===== src/rtl/mips_encode_pkg.sv =====
// Shared MIPS opcode/funct constants, encoder mnemonic indices and format helpers.
package mips_encode_pkg;

  localparam logic [5:0] OP_SPECIAL = 6'h00;
  localparam logic [5:0] OP_J       = 6'h02;
  localparam logic [5:0] OP_BEQ     = 6'h04;
  localparam logic [5:0] OP_BNE     = 6'h05;
  localparam logic [5:0] OP_ADDI    = 6'h08;
  localparam logic [5:0] OP_ANDI    = 6'h0c;
  localparam logic [5:0] OP_ORI     = 6'h0d;
  localparam logic [5:0] OP_XORI    = 6'h0e;
  localparam logic [5:0] OP_LUI     = 6'h0f;
  localparam logic [5:0] OP_LW      = 6'h23;
  localparam logic [5:0] OP_LBU     = 6'h24;
  localparam logic [5:0] OP_SB      = 6'h28;
  localparam logic [5:0] OP_SW      = 6'h2b;

  localparam logic [5:0] OP0_JR     = 6'h08;
  localparam logic [5:0] OP0_ADD    = 6'h20;
  localparam logic [5:0] OP0_SUB    = 6'h22;
  localparam logic [5:0] OP0_AND    = 6'h24;
  localparam logic [5:0] OP0_OR     = 6'h25;
  localparam logic [5:0] OP0_XOR    = 6'h26;
  localparam logic [5:0] OP0_NOR    = 6'h27;
  localparam logic [5:0] OP0_SLT    = 6'h2a;
  localparam logic [5:0] OP0_ADDM   = 6'h2c;

  localparam logic [4:0] MNEM_ADD  = 5'd0;
  localparam logic [4:0] MNEM_SUB  = 5'd1;
  localparam logic [4:0] MNEM_AND  = 5'd2;
  localparam logic [4:0] MNEM_OR   = 5'd3;
  localparam logic [4:0] MNEM_NOR  = 5'd4;
  localparam logic [4:0] MNEM_XOR  = 5'd5;
  localparam logic [4:0] MNEM_SLT  = 5'd6;
  localparam logic [4:0] MNEM_JR   = 5'd7;
  localparam logic [4:0] MNEM_ADDM = 5'd8;
  localparam logic [4:0] MNEM_ADDI = 5'd9;
  localparam logic [4:0] MNEM_ANDI = 5'd10;
  localparam logic [4:0] MNEM_ORI  = 5'd11;
  localparam logic [4:0] MNEM_XORI = 5'd12;
  localparam logic [4:0] MNEM_LUI  = 5'd13;
  localparam logic [4:0] MNEM_BEQ  = 5'd14;
  localparam logic [4:0] MNEM_BNE  = 5'd15;
  localparam logic [4:0] MNEM_LW   = 5'd16;
  localparam logic [4:0] MNEM_LBU  = 5'd17;
  localparam logic [4:0] MNEM_SW   = 5'd18;
  localparam logic [4:0] MNEM_SB   = 5'd19;
  localparam logic [4:0] MNEM_J    = 5'd20;
  localparam logic [4:0] MNEM_LAST = 5'd20;

  typedef enum logic [2:0] {FmtR, FmtJr, FmtI, FmtLui, FmtJ, FmtIllegal} fmt_e;

  function automatic fmt_e mnem_fmt(input logic [4:0] m);
    fmt_e f;
    if (m == MNEM_JR)        f = FmtJr;
    else if (m <= MNEM_ADDM) f = FmtR;
    else if (m == MNEM_LUI)  f = FmtLui;
    else if (m <= MNEM_SB)   f = FmtI;
    else if (m == MNEM_J)    f = FmtJ;
    else                     f = FmtIllegal;
    return f;
  endfunction

  // Funct for R-type mnemonics, primary opcode for everything else.
  function automatic logic [5:0] mnem_code(input logic [4:0] m);
    logic [5:0] c;
    case (m)
      MNEM_ADD:  c = OP0_ADD;
      MNEM_SUB:  c = OP0_SUB;
      MNEM_AND:  c = OP0_AND;
      MNEM_OR:   c = OP0_OR;
      MNEM_NOR:  c = OP0_NOR;
      MNEM_XOR:  c = OP0_XOR;
      MNEM_SLT:  c = OP0_SLT;
      MNEM_JR:   c = OP0_JR;
      MNEM_ADDM: c = OP0_ADDM;
      MNEM_ADDI: c = OP_ADDI;
      MNEM_ANDI: c = OP_ANDI;
      MNEM_ORI:  c = OP_ORI;
      MNEM_XORI: c = OP_XORI;
      MNEM_LUI:  c = OP_LUI;
      MNEM_BEQ:  c = OP_BEQ;
      MNEM_BNE:  c = OP_BNE;
      MNEM_LW:   c = OP_LW;
      MNEM_LBU:  c = OP_LBU;
      MNEM_SW:   c = OP_SW;
      MNEM_SB:   c = OP_SB;
      MNEM_J:    c = OP_J;
      default:   c = 6'h00;
    endcase
    return c;
  endfunction

endpackage


===== src/rtl/mips_encode_fifo.sv =====
// DEPTH x 32 synchronous FIFO; push is ignored when full, pop is ignored when empty.
module mips_encode_fifo #(
  parameter int unsigned DEPTH = 4
) (
  input  logic        clock,
  input  logic        reset,
  input  logic        push,
  input  logic [31:0] push_data,
  input  logic        pop,
  output logic [31:0] rd_data,
  output logic        full,
  output logic        empty
);

  localparam int unsigned PtrW = $clog2(DEPTH);
  localparam int unsigned CntW = PtrW + 1;

  logic [31:0]     mem [DEPTH];
  logic [PtrW-1:0] wr_ptr_q, rd_ptr_q;
  logic [CntW-1:0] count_q;
  logic            do_push, do_pop;

  assign full    = (count_q == CntW'(DEPTH));
  assign empty   = (count_q == '0);
  assign do_push = push & ~full;
  assign do_pop  = pop & ~empty;
  // Zero on empty so the output reads 0 straight after reset.
  assign rd_data = empty ? 32'h0 : mem[rd_ptr_q];

  always_ff @(posedge clock) begin
    if (do_push) mem[wr_ptr_q] <= push_data;
  end

  always_ff @(posedge clock) begin
    if (reset) begin
      wr_ptr_q <= '0;
      rd_ptr_q <= '0;
      count_q  <= '0;
    end else begin
      if (do_push) wr_ptr_q <= wr_ptr_q + 1'b1;
      if (do_pop)  rd_ptr_q <= rd_ptr_q + 1'b1;
      if (do_push && !do_pop)      count_q <= count_q + 1'b1;
      else if (do_pop && !do_push) count_q <= count_q - 1'b1;
    end
  end

endmodule


===== src/rtl/mips_encode.sv =====
// MIPS instruction encoder feeding a word FIFO with an incrementing output address.
// Define MIPS_ENC_FIELD_CHECK_EN to also reject requests with nonzero unused fields.
module mips_encode
  import mips_encode_pkg::*;
#(
  parameter int unsigned DEPTH     = 4,
  parameter int unsigned ADDR_W    = 30,
  parameter int unsigned BASE_ADDR = 0
) (
  input  logic              clock,
  input  logic              reset,
  input  logic              in_valid,
  output logic              in_ready,
  input  logic [4:0]        mnem,
  input  logic [4:0]        rs,
  input  logic [4:0]        rt,
  input  logic [4:0]        rd,
  input  logic [15:0]       imm,
  input  logic [25:0]       target,
  output logic              out_valid,
  input  logic              out_ready,
  output logic [31:0]       out_data,
  output logic [ADDR_W-1:0] out_addr,
  output logic              except,
  output logic [7:0]        err_cnt
);

  fmt_e              fmt;
  logic [5:0]        code;
  logic              legal;
  logic [31:0]       word;
  logic              accept, push, bad, pop, full, empty;
  logic              except_q;
  logic [7:0]        err_cnt_q;
  logic [ADDR_W-1:0] addr_q;

  always_comb begin
    fmt   = mnem_fmt(mnem);
    code  = mnem_code(mnem);
    legal = (fmt != FmtIllegal);
    case (fmt)
      FmtR:    word = {OP_SPECIAL, rs, rt, rd, 5'b0, code};
      FmtJr:   word = {OP_SPECIAL, rs, 15'b0, code};
      FmtI:    word = {code, rs, rt, imm};
      FmtLui:  word = {code, 5'b0, rt, imm};
      FmtJ:    word = {code, target};
      default: word = 32'h0;
    endcase
`ifdef MIPS_ENC_FIELD_CHECK_EN
    case (fmt)
      FmtR:    if (imm != '0 || target != '0) legal = 1'b0;
      FmtJr:   if (rt != '0 || rd != '0 || imm != '0 || target != '0) legal = 1'b0;
      FmtI:    if (rd != '0 || target != '0) legal = 1'b0;
      FmtLui:  if (rs != '0 || rd != '0 || target != '0) legal = 1'b0;
      FmtJ:    if (rs != '0 || rt != '0 || rd != '0 || imm != '0) legal = 1'b0;
      default: legal = 1'b0;
    endcase
`endif
  end

  assign in_ready  = ~full;
  assign out_valid = ~empty;
  assign accept    = in_valid & in_ready;
  assign push      = accept & legal;
  assign bad       = accept & ~legal;
  assign pop       = out_valid & out_ready;

  mips_encode_fifo #(
    .DEPTH(DEPTH)
  ) u_fifo (
    .clock     (clock),
    .reset     (reset),
    .push      (push),
    .push_data (word),
    .pop       (pop),
    .rd_data   (out_data),
    .full      (full),
    .empty     (empty)
  );

  always_ff @(posedge clock) begin
    if (reset) begin
      except_q  <= 1'b0;
      err_cnt_q <= 8'h00;
      addr_q    <= ADDR_W'(BASE_ADDR);
    end else begin
      except_q <= bad;
      if (bad && err_cnt_q != 8'hff) err_cnt_q <= err_cnt_q + 1'b1;
      if (pop) addr_q <= addr_q + 1'b1;
    end
  end

  assign except   = except_q;
  assign err_cnt  = err_cnt_q;
  assign out_addr = addr_q;

endmodule


===== config.mk =====
export PLATFORM = sky130hd
export DESIGN_NAME = mips_encode
export DESIGN_NICKNAME = d
export VERILOG_FILES = /design/src/rtl/mips_encode_pkg.sv /design/src/rtl/mips_encode_fifo.sv /design/src/rtl/mips_encode.sv
export SDC_FILE = /design/constraint.sdc
export NUM_CORES = 1
export LEC_CHECK = 0
export CORE_UTILIZATION = 39
export CTS_BUF_LIST = sky130_fd_sc_hd__clkbuf_4 sky130_fd_sc_hd__clkbuf_8
export CTS_CLUSTER_DIAMETER = 200
export CTS_CLUSTER_SIZE = 40
export DETAILED_ROUTE_END_ITERATION = 7
export GPL_TIMING_DRIVEN = 0
export SLEW_MARGIN = 30
export SYNTH_ARGS = -nofsm -noshare
export SYNTH_HDL_FRONTEND = slang
export SYNTH_HIERARCHICAL = 1
export SYNTH_SLANG_ARGS = --single-unit
export TNS_END_PERCENT = 10

===== constraint.sdc =====
create_clock -name clock -period 3.95 [get_ports clock]
set_input_delay 0.5925 -clock clock [delete_from_list [all_inputs] [get_ports clock]]
set_output_delay 0.5925 -clock clock [all_outputs]
set_load 0.05 [all_outputs]

## After elaboration in Yosys (flattened, before gate mapping)

Memories as Yosys holds them, arrays and structs flattened. A register that Yosys moved wholly into a read port is not among the register bits.
Index checks and enable logic that the tools add are counted.

| cells by class | value |
|---|---|
| multiply operators | 0 |
| equality and inequality tests | 10 |
| div/mod/pow operators | 0 |
| reductions and logical operators | 8 |
| add/subtract/negate cells | 6 |
| muxes and demuxes | 13 |
| shift operators | 0 |
| $lt $le $gt $ge | 2 |
| bitwise logic cells | 9 |

Operators with widths:

| kind | count |
|---|---|
| $pmux W32 S5 | 1 |
| $mux W32 | 1 |
| $add A30 B1 Y30 const B | 1 |
| $mux W3 | 6 |
| $add A8 B1 Y8 const B | 1 |
| $ne A8 B8 Y1 const B | 1 |
| $and A1 B1 Y1 | 6 |
| $eq A3 B2 Y1 const B | 2 |
| $eq A3 B3 Y1 const B | 2 |
| $logic_not A3 Y1 | 2 |
| $eq A5 B3 Y1 const B | 1 |
| $eq A5 B4 Y1 const B | 1 |
| $eq A5 B5 Y1 const B | 1 |
| $le A5 B4 Y1 const B | 1 |
| $le A5 B5 Y1 const B | 1 |
| $add A2 B1 Y2 const B | 2 |
| $mux W2 | 2 |
| $add A3 B1 Y3 const B | 1 |
| $eq A3 B1 Y1 const B | 1 |
| $logic_and A1 B1 Y1 | 3 |
| $mux W1 | 3 |
| $ne A3 B3 Y1 const B | 1 |
| $not A1 Y1 | 3 |
| $sub A3 B1 Y3 const B | 1 |
| other kinds (2) | 3 |

| storage, ports and cells | value |
|---|---|
| latch bits | 0 |
| memory bits (read-only) | 160 |
| output and inout port bits | 73 |
| input port bits | 66 |
| memories kept | 2 |
| logic and storage cells | 56 |
| RAM bits | 128 |
| bits in registers | 46 |

Memories:

| memory | words | bits a word | rd ports | clocked after memory_dff | wr ports | RTL line | RTL |
|---|---|---|---|---|---|---|---|
| (no name shown) | 32 | 5 | 1 | 0 | 0 | mips_encode_pkg.sv:67 | `case (m)` |
| u_fifo.mem | 4 | 32 | 1 | 1 | 1 | mips_encode_fifo.sv:18 | `logic [31:0] mem [DEPTH];` |

## Depth between registers and ports, before layout

| logic depth | value |
|---|---|
| depth in word-level cells | 13 |
| gate-level depth with buffers | 14 |
| gate-level depth less buffers | 14 |

## Modules after synthesis

The synthesis kept the hierarchy.

Modules (own cells, without submodules):

| module | area an instance (µm²) | cells an instance | instances | seq. area each (µm²) |
|---|---|---|---|---|
| mips_encode_fifo | 5302.6 | 251 | 1 | 4023.9 |
| mips_encode | 2533.7 | 322 | 1 | 780.7 |

## Worst setup path before layout

No wires, ideal clock.

| timing path | value |
|---|---|
| path type | input to register |
| from | input port mnem[2] |
| to | register u_fifo.count_q[2] |
| data required time | 3.880 ns |
| stages on the path | 14 |
| buffers on the path | 0 |
| path slack | 0.937 ns |
| library setup time | 0.070 ns |
| arrival | 2.942 ns |
| cell sequence | inv_1 -> ha_1 -> nor2b_2 -> o22ai_2 -> a21oi_1 -> nor3_1 -> inv_1 -> nor2_1 -> ha_1 -> inv_1 -> fa_1 -> xor2_1 -> or3_1 -> a21oi_1 |

| on the way | value |
|---|---|
| cells in the longest elaborated chain, start to end | 12 |

RTL lines:

| what | RTL line | RTL |
|---|---|---|
| start: declaration | mips_encode.sv:14 | `input logic [4:0] mnem,` |
| branches (longest 5 deep; another with $le A5 B5 Y1) | n/a |  |
| $mux W3 (*) | mips_encode_pkg.sv:55 | `if (m == MNEM_JR) f = FmtJr;` |
| $ne A3 B3 Y1 (*) | mips_encode.sv:40 | `legal = (fmt != FmtIllegal);` |
| $and A1 B1 Y1 (*) | mips_encode.sv:64 | `assign push = accept & legal;` |
| via push | mips_encode.sv:32 | `logic accept, push, bad, pop, full, empty;` |
| $and A1 B1 Y1 (*) | mips_encode_fifo.sv:25 | `assign do_push = push & ~full;` |
| via u_fifo.do_push | mips_encode_fifo.sv:21 | `logic do_push, do_pop;` |
| $logic_not A1 Y1 | mips_encode_fifo.sv:43 | `else if (do_pop && !do_push) count_q <= count_q - 1'b1;` |
| $logic_and A1 B1 Y1 | mips_encode_fifo.sv:43 |  |
| $reduce_bool A2 Y1 (no line) | n/a |  |
| end signal: assignment | mips_encode_fifo.sv:42 | `if (do_push && !do_pop) count_q <= count_q + 1'b1;` |
| end signal: assignment | mips_encode_fifo.sv:43 |  |
| end: declaration | mips_encode_fifo.sv:20 | `logic [CntW-1:0] count_q;` |

Mark *: on every way through the listed nets, which the timed path passes.
A chain may end at the register's enable or synchronous reset.

## Worst setup path after layout

| timing path | value |
|---|---|
| from | input port mnem[1] |
| to | register u_fifo.count_q[2] |

Same word-level chain as after synthesis.

==> results.py <==
metrics = {
    "route": {
        "detail_route.iter0.violations": 381,
        "viasPerCell": 5.25,
        "drt-pass1-iter-count": 5,
        "wl_microns": 18000,
        "drtAntennaViolNets": 0,
        "drt-wirelength-per-cell_microns": 17.7,
        "vias": 5331,
        "drt_drc_violations_left": 0,
    },
    "synthesis": {
        "async_flop_share_pct": 0,
        "synthCells": 573,
        "synth_area_sq_mm": 0.00784,
        "yosys.cell_types.count": 57,
        "yosysSeqAreaShare_pct": 61.3,
        "yosysWarnings": 6,
        "synth_edf_count": 128,
        "synth_area_per_cell_sq_um": 13.7,
        "ys.flop_type": "edfxtp_1",
        "synth.top_cell.area_share_pct": 49.0,
        "yosys.area.top_type": "edfxtp_1",
        "ys_top_cells_by_area": "edfxtp_1, dfxtp_1, mux4_2, nor2b_1, xor2_1",
        "synth-seq-cells": 176,
    },
    "finish": {
        "fillers": 1704,
        "nNetsFinal": 815,
        "drive_above_1_share_pct": 12.7,
        "area_growth_pct": 28.6,
        "multi_input_area_sq_mm": 0.00282,
        "n_antenna_cell": 0,
        "register_area_sq_mm": 0.00480,
        "layout.cells.non_filler": 1015,
    },
    "place": {
        "dp_cells": 983,
        "hpwlAfterDp_microns": 12900,
        "numPortBuffers": 136,
        "gp_congestion": 0.881,
        "dp_worst_setup_slack_ns": -0.448,
    },
    "cts": {
        "clockBufferDepth": 2,
        "cts_buffers": 17,
        "cts_tree": "done",
        "clk_latency_ns": 0.47,
        "cts_setup_buffers": 0,
        "clk_pin_slew_worst_paths_ns": 0.09,
        "cts_sinks": 176,
        "cts_hold_buf": 0,
        "cts_max_level": 4,
        "root_buffer": "clkbuf_8",
    },
    "worst_setup_path": {
        "crit_path_max_fanout": 9,
        "cp.arrival_ns": 4.05,
        "start_kind": "primary input",
        "worstSetupEndpointType": "register",
        "worst-setup-path-type": "in -> reg",
        "required_ns": 4.33,
    },
    "power_and_ir_drop": {
        "vdd_ir_drop_max_mv": 0.229,
        "cellLeakagePower_nw": 3.40,
        "power_density_mw_per_mm2": 515,
    },
    "timing": {
        "slew_viol_final": 0,
        "setup_slack_ns": 0.284,
        "timing.fmax_mhz": 273,
        "worstMarginPinSlew_ns": 0.934,
        "period_share_pct": 92.8,
        "setup_viol": 0,
        "period_needed_ns": 3.67,
        "max_slew_margin_pct": 37.3,
        "rsz0062_at_grt": "no",
        "fin_skew_ns": 0.0153,
        "finalHoldViolations": 0,
    },
    "run": {
        "maxCapViolCount": 0,
    },
    "global_route": {
        "antenna_found_initial": 0,
        "grt_pass1_wl_microns": 28400,
        "first_global_vias": 5320,
        "track_usage_pct": 18.5,
        "grt_max_degree": 23,
        "grt_overflow": 0,
    },
    "floorplan": {
        "die_h_microns": 144,
        "die-area_sq_mm": 0.0207,
        "ios": 139,
        "fp.dieW_microns": 144,
        "start_util_pct": 40.0,
        "coreArea_sq_mm": 0.0196,
        "floorplan.rows": 51,
    },
    "status": {
        "status": "completed",
    },
    "min_path": {
        "hp-class": "reg -> reg",
    },
}
-- final cells by class --
class / instances / share of cell area, %
multi-input combinational: 353 / 28.0
tap: 265 / 3.29
clock buffer: 17 / 2.32
clock inverter: 15 / 1.39
timing repair buffer: 142 / 15.0
inverter: 15 / 0.559
sequential: 176 / 47.7
buffer: 32 / 1.73
-- critical path: stages --
cell             delay [ns]
clkdlybuf4s50_1        0.62
ha_1                   0.39
nor2b_2                0.20
o22ai_2                0.15
a21oi_1                0.26
nor3_1                 0.21
inv_1                  0.10
nor2_2                 0.23
ha_1                   0.22
inv_1                  0.06
fa_1                   0.38
xor2_1                 0.16
or3_1                  0.31
a21oi_1                0.17
-- metrics by stage --
step	instance area, sq um	power (mW)	hold slack (ns)	TNS, ns	util [%]
final	10100	5.19	0.494	0	51.4
after global routing	10100	5.43	0.543	0	51.4
after CTS	10100	5.25	0.501	0	51.4
after detailed placement	9700	4.07	0.488	-6.70	49.5
after global placement	9540	4.02	0.474	-114.17	48.7
after floorplan	7850	3.46	0.459	0	-
-- final timing paths --
check	startpoint	endpoint	slack [ns]	cells after the start
max reg2reg	u_fifo/count_q[0]	u_fifo/count_q[2]	0.55	11
min	u_fifo/rd_ptr_q[1]	register	0.49	2
min reg2reg	u_fifo/rd_ptr_q[1]	register	0.49	2
max	mnem[1]	u_fifo/count_q[2]	0.28	14
-- cells by family (layout without fill, tap and decap cells) --
family / after synthesis / after routing / share of synthesized area [%]
simple gates: 186 / 186 / 12.8
flops: 176 / 176 / 61.3
compound gates: 79 / 79 / 7.07
buf+inv: 47 / 221 / 2.94
mux: 41 / 41 / 10.4
xor+xnor: 31 / 31 / 3.46
fa+ha+maj: 12 / 12 / 2.01
other cells: 1 / 4 / 0.0479
-- routing by layer --
metal	wire [microns]	GRT usage, %	vias up
li1	-	-	2493
met1	7860	23.6	2669
met2	9060	30.8	148
met3	769	3.80	21
met4	324	7.11	0
met5	0	0	-
-- report_power, final --
| group | switching [mW] | leakage (nW) | internal [mW] | total (mW) |
|---|---|---|---|---|
| combinational | 1.10 | 1.64 | 0.711 | 1.81 |
| clock | 0.716 | 0.188 | 0.467 | 1.18 |
| sequential | 0.0572 | 1.57 | 2.14 | 2.20 |
| total | 1.87 | 3.40 | 3.32 | 5.19 |
-- state kept, by name, summed over array words and instances, names as in the netlist, named ones only --
register	cells
err_cnt	8
except	1
out_addr	30
u_fifo/count_q	3
u_fifo/mem	128
u_fifo/rd_ptr_q	2
u_fifo/wr_ptr_q	2
-- cell usage after synthesis, drive strengths merged (13+ instances only) --
master,instances
nor2b,38
edfxtp,128
nand3,13
mux4,32
a21oi,21
inv,15
nor2,57
clkbuf,18
nand2,20
dfxtp,48
xor2,26
buf,14
-- layout by cell type (no fill, tap or decap), types with 5 or more instances in the layout --
| cell | count |
|---|---|
| dfxtp_1 | 48 |
| nand2_1 | 20 |
| o21ai_0 | 11 |
| xor2_1 | 26 |
| nor2_1 | 56 |
| inv_8 | 5 |
| mux4_2 | 32 |
| clkbuf_8 | 17 |
| or3_1 | 6 |
| buf_6 | 5 |
| a21oi_1 | 21 |
| clkbuf_1 | 18 |
| inv_1 | 15 |
| a22oi_1 | 9 |
| nor2b_1 | 37 |
| xnor2_1 | 5 |
| edfxtp_1 | 128 |
| ha_1 | 11 |
| clkdlybuf4s50_1 | 135 |
| nand4_1 | 12 |
| nand3_1 | 13 |
| buf_2 | 7 |
| inv_6 | 5 |
| nor3_1 | 6 |
| mux2i_1 | 7 |
| and3_1 | 7 |
| a22o_1 | 10 |
-- what timing repair did --
| action | 4_1_cts | 5_1_grt |
|---|---|---|
| setup endpoints to repair | 0 | 1 |
| endpoints found under the hold margin | 0 | 0 |
| gates resized for setup | 0 | 2 |
Note: power is estimated with default switching activity, not from simulation.
